[src/rtl/m_unit.sv]
// rtl/m_unit.sv - RV32M multi-cycle execute unit: registered 33x33 multiply and radix-2 restoring divide

package m_unit_pkg;

    typedef enum logic [2:0] {
        OP_MUL    = 3'd0,
        OP_MULH   = 3'd1,
        OP_MULHSU = 3'd2,
        OP_MULHU  = 3'd3,
        OP_DIV    = 3'd4,
        OP_DIVU   = 3'd5,
        OP_REM    = 3'd6,
        OP_REMU   = 3'd7
    } m_op_e;

    typedef struct packed {
        logic [31:0] a_i;
        logic [31:0] b_i;
        m_op_e       op;
    } M_req_t;

endpackage

module m_unit
    import m_unit_pkg::*;
(
    input  logic        clk_i,
    input  logic        rst_i,
    input  logic        flush_i,
    input  logic        req_valid_i,
    output logic        req_ready_o,
    input  M_req_t      req_i,
    output logic        rsp_valid_o,
    input  logic        rsp_ready_i,
    output logic [31:0] rsp_data_o,
    output logic        busy_o
);

    typedef enum logic [1:0] {
        S_IDLE,
        S_MUL,
        S_DIV,
        S_DONE
    } state_e;

    state_e      state;
    state_e      state_nxt;

    logic [31:0] a_q;
    logic [31:0] b_q;
    m_op_e       op_q;
    logic [31:0] dividend_q;
    logic [31:0] divisor_q;
    logic [31:0] rem_q;
    logic [31:0] quot_q;
    logic [4:0]  cnt_q;
    logic [31:0] rsp_data_q;

    // Request decode (op[2]=divide family, op[0]=unsigned divide, op[1]=remainder)
    logic        accept;
    logic        req_is_mul;
    logic        req_signed;
    logic        req_is_rem;
    logic        req_div_zero;
    logic        req_div_ovf;
    logic [31:0] req_a_mag;
    logic [31:0] req_b_mag;

    always_comb begin
        req_is_mul   = ~req_i.op[2];
        req_signed   = ~req_i.op[0];
        req_is_rem   = req_i.op[1];
        req_div_zero = (req_i.b_i == 32'd0);
        req_div_ovf  = req_signed && (req_i.a_i == 32'h8000_0000) && (req_i.b_i == 32'hFFFF_FFFF);
        req_a_mag    = (req_signed && req_i.a_i[31]) ? -req_i.a_i : req_i.a_i;
        req_b_mag    = (req_signed && req_i.b_i[31]) ? -req_i.b_i : req_i.b_i;
        accept       = req_valid_i && req_ready_o;
    end

    // Multiply: 33-bit extended operands, sign-extended to 64 bits so the
    // low 64 bits of the unsigned product equal the signed product.
    logic [32:0] mul_a_ext;
    logic [32:0] mul_b_ext;
    logic [63:0] mul_a_wide;
    logic [63:0] mul_b_wide;
    logic [63:0] mul_prod;
    logic [31:0] mul_result;

    always_comb begin
        mul_a_ext  = (op_q == OP_MULHU) ? {1'b0, a_q} : {a_q[31], a_q};
        mul_b_ext  = ((op_q == OP_MUL) || (op_q == OP_MULH)) ? {b_q[31], b_q} : {1'b0, b_q};
        mul_a_wide = {{31{mul_a_ext[32]}}, mul_a_ext};
        mul_b_wide = {{31{mul_b_ext[32]}}, mul_b_ext};
        mul_prod   = mul_a_wide * mul_b_wide;
        mul_result = (op_q == OP_MUL) ? mul_prod[31:0] : mul_prod[63:32];
    end

    // One restoring divide step; the shifted remainder keeps its carry bit
    // so divisors with bit 31 set still compare correctly.
    logic [32:0] rem_shift;
    logic        rem_ge;
    logic [31:0] rem_nxt;
    logic [31:0] quot_nxt;
    logic        div_signed;
    logic        neg_quot;
    logic        neg_rem;
    logic [31:0] div_result;

    always_comb begin
        rem_shift  = {rem_q, dividend_q[31]};
        rem_ge     = (rem_shift >= {1'b0, divisor_q});
        rem_nxt    = rem_ge ? (rem_shift[31:0] - divisor_q) : rem_shift[31:0];
        quot_nxt   = {quot_q[30:0], rem_ge};
        div_signed = ~op_q[0];
        neg_quot   = div_signed && (a_q[31] ^ b_q[31]);
        neg_rem    = div_signed && a_q[31];
        if (op_q[1]) begin
            div_result = neg_rem ? -rem_nxt : rem_nxt;
        end else begin
            div_result = neg_quot ? -quot_nxt : quot_nxt;
        end
    end

    always_ff @(posedge clk_i or posedge rst_i) begin
        if (rst_i) begin
            state <= S_IDLE;
        end else begin
            state <= state_nxt;
        end
    end

    always_comb begin
        state_nxt = state;
        case (state)
            S_IDLE: begin
                if (accept) begin
                    if (req_is_mul) begin
                        state_nxt = S_MUL;
                    end else if (req_div_zero || req_div_ovf) begin
                        state_nxt = S_DONE;
                    end else begin
                        state_nxt = S_DIV;
                    end
                end
            end
            S_MUL: state_nxt = S_DONE;
            S_DIV: begin
                if (cnt_q == 5'd31) begin
                    state_nxt = S_DONE;
                end
            end
            S_DONE: begin
                if (rsp_ready_i) begin
                    state_nxt = S_IDLE;
                end
            end
            default: state_nxt = S_IDLE;
        endcase
        if (flush_i) begin
            state_nxt = S_IDLE;
        end
    end

    // Datapath is frozen during a flush so a discarded result never reaches rsp_data_q.
    always_ff @(posedge clk_i or posedge rst_i) begin
        if (rst_i) begin
            a_q        <= '0;
            b_q        <= '0;
            op_q       <= OP_MUL;
            dividend_q <= '0;
            divisor_q  <= '0;
            rem_q      <= '0;
            quot_q     <= '0;
            cnt_q      <= '0;
            rsp_data_q <= '0;
        end else if (!flush_i) begin
            case (state)
                S_IDLE: begin
                    if (accept) begin
                        a_q  <= req_i.a_i;
                        b_q  <= req_i.b_i;
                        op_q <= req_i.op;
                        if (!req_is_mul) begin
                            if (req_div_zero) begin
                                rsp_data_q <= req_is_rem ? req_i.a_i : 32'hFFFF_FFFF;
                            end else if (req_div_ovf) begin
                                rsp_data_q <= req_is_rem ? 32'd0 : 32'h8000_0000;
                            end else begin
                                dividend_q <= req_a_mag;
                                divisor_q  <= req_b_mag;
                                rem_q      <= '0;
                                quot_q     <= '0;
                                cnt_q      <= '0;
                            end
                        end
                    end
                end
                S_MUL: begin
                    rsp_data_q <= mul_result;
                end
                S_DIV: begin
                    dividend_q <= {dividend_q[30:0], 1'b0};
                    rem_q      <= rem_nxt;
                    quot_q     <= quot_nxt;
                    cnt_q      <= cnt_q + 5'd1;
                    if (cnt_q == 5'd31) begin
                        rsp_data_q <= div_result;
                    end
                end
                default: ;
            endcase
        end
    end

    assign req_ready_o = (state == S_IDLE) && !flush_i;
    assign rsp_valid_o = (state == S_DONE);
    assign busy_o      = (state != S_IDLE);
    assign rsp_data_o  = rsp_data_q;

endmodule

[config.mk]
export PLATFORM = sky130hd
export DESIGN_NAME = m_unit
export DESIGN_NICKNAME = d
export VERILOG_FILES = /design/src/rtl/m_unit.sv
export SDC_FILE = /design/constraint.sdc
export NUM_CORES = 2
export LEC_CHECK = 0
export CORE_ASPECT_RATIO = 0.6
export CORE_MARGIN = 4
export CORE_UTILIZATION = 30
export DETAILED_ROUTE_END_ITERATION = 16
export PLACE_DENSITY_LB_ADDON = 0.25
export RECOVER_POWER = 50
export SETUP_SLACK_MARGIN = 0.5
export SYNTH_ARGS = -nofsm -noshare
export SYNTH_HDL_FRONTEND = slang
export SYNTH_SLANG_ARGS = --single-unit
[constraint.sdc]
create_clock -name clk_i -period 25.3 [get_ports clk_i]
set_input_delay 5.06 -clock clk_i [delete_from_list [all_inputs] [get_ports clk_i]]
set_output_delay 5.06 -clock clk_i [all_outputs]
set_load 0.005 [all_outputs]
==> flow_summary.json <==
{
  "cts_resized": 0,
  "cp_cell_sequence": "dlygate4sd3_1 -> clkinvlp_2 -> clkbuf_1",
  "die_area_sq_um": 187000,
  "grt_pass1_wl_um": 283000,
  "cp-end-kind": "async pin",
  "cts_buffers": 23,
  "synth_edf_count": 0,
  "seqCellArea_sq_um": 5850,
  "fillers": 18700,
  "critPathRequiredTime_ps": 23370,
  "yosysSeqAreaShare_pct": 10.8,
  "synth_most_common_cell": "inv_1",
  "netlist_area_sq_um": 54100,
  "drc": 0,
  "final_util_pct": 32.6,
  "initial_core_util_pct": 30.2,
  "hold_buffers": 0,
  "violations": "max-capacitance violations, max-slew violations",
  "synthArstFlopShare_pct": 100,
  "arrival_ps": 14230,
  "yosys_warnings": 0,
  "fmax_mhz": 61.9,
  "cts_sinks": 233,
  "routabilityCongestion": 0.943,
  "clk_latency_ps": 590,
  "grt_start_max_net_pins": 131,
  "multi_input_area_sq_um": 42200,
  "nets": 7524,
  "drt_pass1_iterations": 5,
  "rows": 120,
  "ios": 107,
  "syn_to_final_growth_pct": 7.71,
  "layout_min_cycle_time_ps": 16160,
  "postCtsSetupRepairBufs": 0,
  "yosys-top-cells-area": "fa_1 42%, dfrtp_1 11%, inv_1 8.8%",
  "status": "complete, but fails checks",
  "syn_area_per_cell_sq_um": 8.71,
  "cp_slowest_cell": "clkbuf_1",
  "vias": 42500,
  "setup_violations": 0,
  "synth-seq-cells": 233,
  "wl_per_cell_um": 21.8,
  "syn-num-nets": 7662,
  "clk_pin_slew_ps": 70,
  "drt_iter0_markers": 4281,
  "route.met2.wl_um": 71100,
  "yosys.area.top_type": "fa_1",
  "drv_slew": 236,
  "grt_pass1_vias": 43000,
  "max_stage_delay_ps": 5630,
  "dieWidth_um": 556,
  "wl_um": 185000,
  "die_h_um": 337,
  "dr_wl_met3_um": 18500,
  "antenna_found_initial": 16,
  "io_buffers": 106,
  "synth_flop_cell": "dfrtp_1",
  "fin_worst_skew_ps": 16.1,
  "crit_type": "input pin to async pin",
  "wl_met1_um": 92600,
  "tns_ps": 0,
  "rsz0062_at_grt": "no",
  "max_slew_margin_pct": -432,
  "grt_overflow_total": 0,
  "drive_gt1_share_pct": 4.47,
  "crit_path_start_kind": "input pin",
  "postRouteAntennaNets": 0,
  "top_layer_used": "met5",
  "root_buffer": "clkbuf_16",
  "fin_crit_sh_pct": 63.9,
  "cts_max_level": 1,
  "path_max_fanout": 130,
  "dpl.hpwl_um": 149000,
  "drv_cap": 3,
  "vias_per_cell": 5.02,
  "clockBufferDepth": 3,
  "ys_types": 94,
  "worst_pin_slew_ps": 7970,
  "synth_commonest_cells": "1274 x inv_1, 1126 x fa_1, 1090 x nand2_1",
  "grt.total_usage_pct": 20.0,
  "hold_viol": 0,
  "hold_class": "register to register",
  "core_sq_um": 179000,
  "cts_tree": "done",
  "netlist_instances": 6208,
  "yosysTopAreaCellShare_pct": 41.7
}
==> state kept, by name, indices dropped and copies added (netlist names) <==
signal,count
rsp_data_o,32
quot_q,31
cnt_q,5
state,2
divisor_q,32
a_q,32
dividend_q,32
op_q,3
b_q,32
rem_q,32
==> placed cells by master (no fill, tap or decap), types with 22 or more instances in the layout <==
cell type / instances
a211oi_1: 24
a21o_1: 39
a21oi_1: 202
a31oi_1: 27
and2_1: 291
buf_4: 82
clkbuf_16: 23
clkdlybuf4s50_1: 86
dfrtp_1: 214
fa_1: 1126
ha_1: 255
inv_1: 1273
mux2_2: 71
mux2i_1: 33
nand2_1: 1090
nand3_1: 62
nand4_1: 29
nor2_1: 213
nor2b_1: 22
nor3_1: 55
o21ai_0: 195
o31ai_1: 52
or2_2: 24
xnor2_1: 104
xor2_1: 78
==> critical path, delay by kind of cell <==
family   cells  cell delay [ps]
buf+inv      3             8830
==> layout make-up <==
cell class,instances,area share (%)
clock buffers,29,1.06
repair buffers,190,2.89
well taps,2379,5.11
clock inverters,13,0.266
diodes,6,0.0258
flip-flops and latches,233,10.0
inverters,1276,8.22
multi-input cells,4346,72.4
==> per-layer routing <==
metal	global-route usage, %	up-vias
met5	0	-
met1	32.2	22100
li1	-	18700
met2	26.5	1585
met4	2.62	2
met3	5.32	139
==> through the flow <==
step                      hold WS, ps  std cells  worst slack (ps)  instance area, sq um
after floorplan                   445       6208             13850                 54100
after global placement            457       8424             14060                 57500
after detailed placement          467       8424             14040                 57500
after CTS                         484       8466             14040                 58300
after global routing              505       8469              7120                 58300
final                             480       8472              9140                 58300
==> cell families (layout without fill, tap and decap cells) <==
kind of cell / count (synthesis) / in the layout / share of synthesized area, %
and+or+nand+nor: 1917 / 1917 / 16.2
buffers and inverters: 1629 / 1508 / 11.4
adders and majority gates: 1382 / 1382 / 47.6
AOI/OAI and AO/OA: 761 / 761 / 9.07
DFF: 233 / 233 / 10.8
xor gates and xnor gates: 182 / 182 / 2.95
muxes: 104 / 104 / 2.09
other: 0 / 6 / 0
==> worst paths after layout <==
| kind | start | endpoint | slack (ps) | cells past startpoint |
|---|---|---|---|---|
| setup / recovery | rst_i | a_q[18] | 9140 | 3 |
| hold / removal | cnt_q[4] | cnt_q[4] | 480 | 2 |
| setup reg to reg | op_q[1] | rsp_data_o[29] | 15180 | 30 |
| hold reg to reg | cnt_q[4] | cnt_q[4] | 480 | 2 |
| max in group clk_i | flush_i | req_ready_o | 13950 | 3 |
| min in group asynchronous | rst_i | divisor_q[5] | 6360 | 2 |
Power is not shown: default switching activity piles up to over one toggle a cycle in this logic, so the estimate is an artifact.
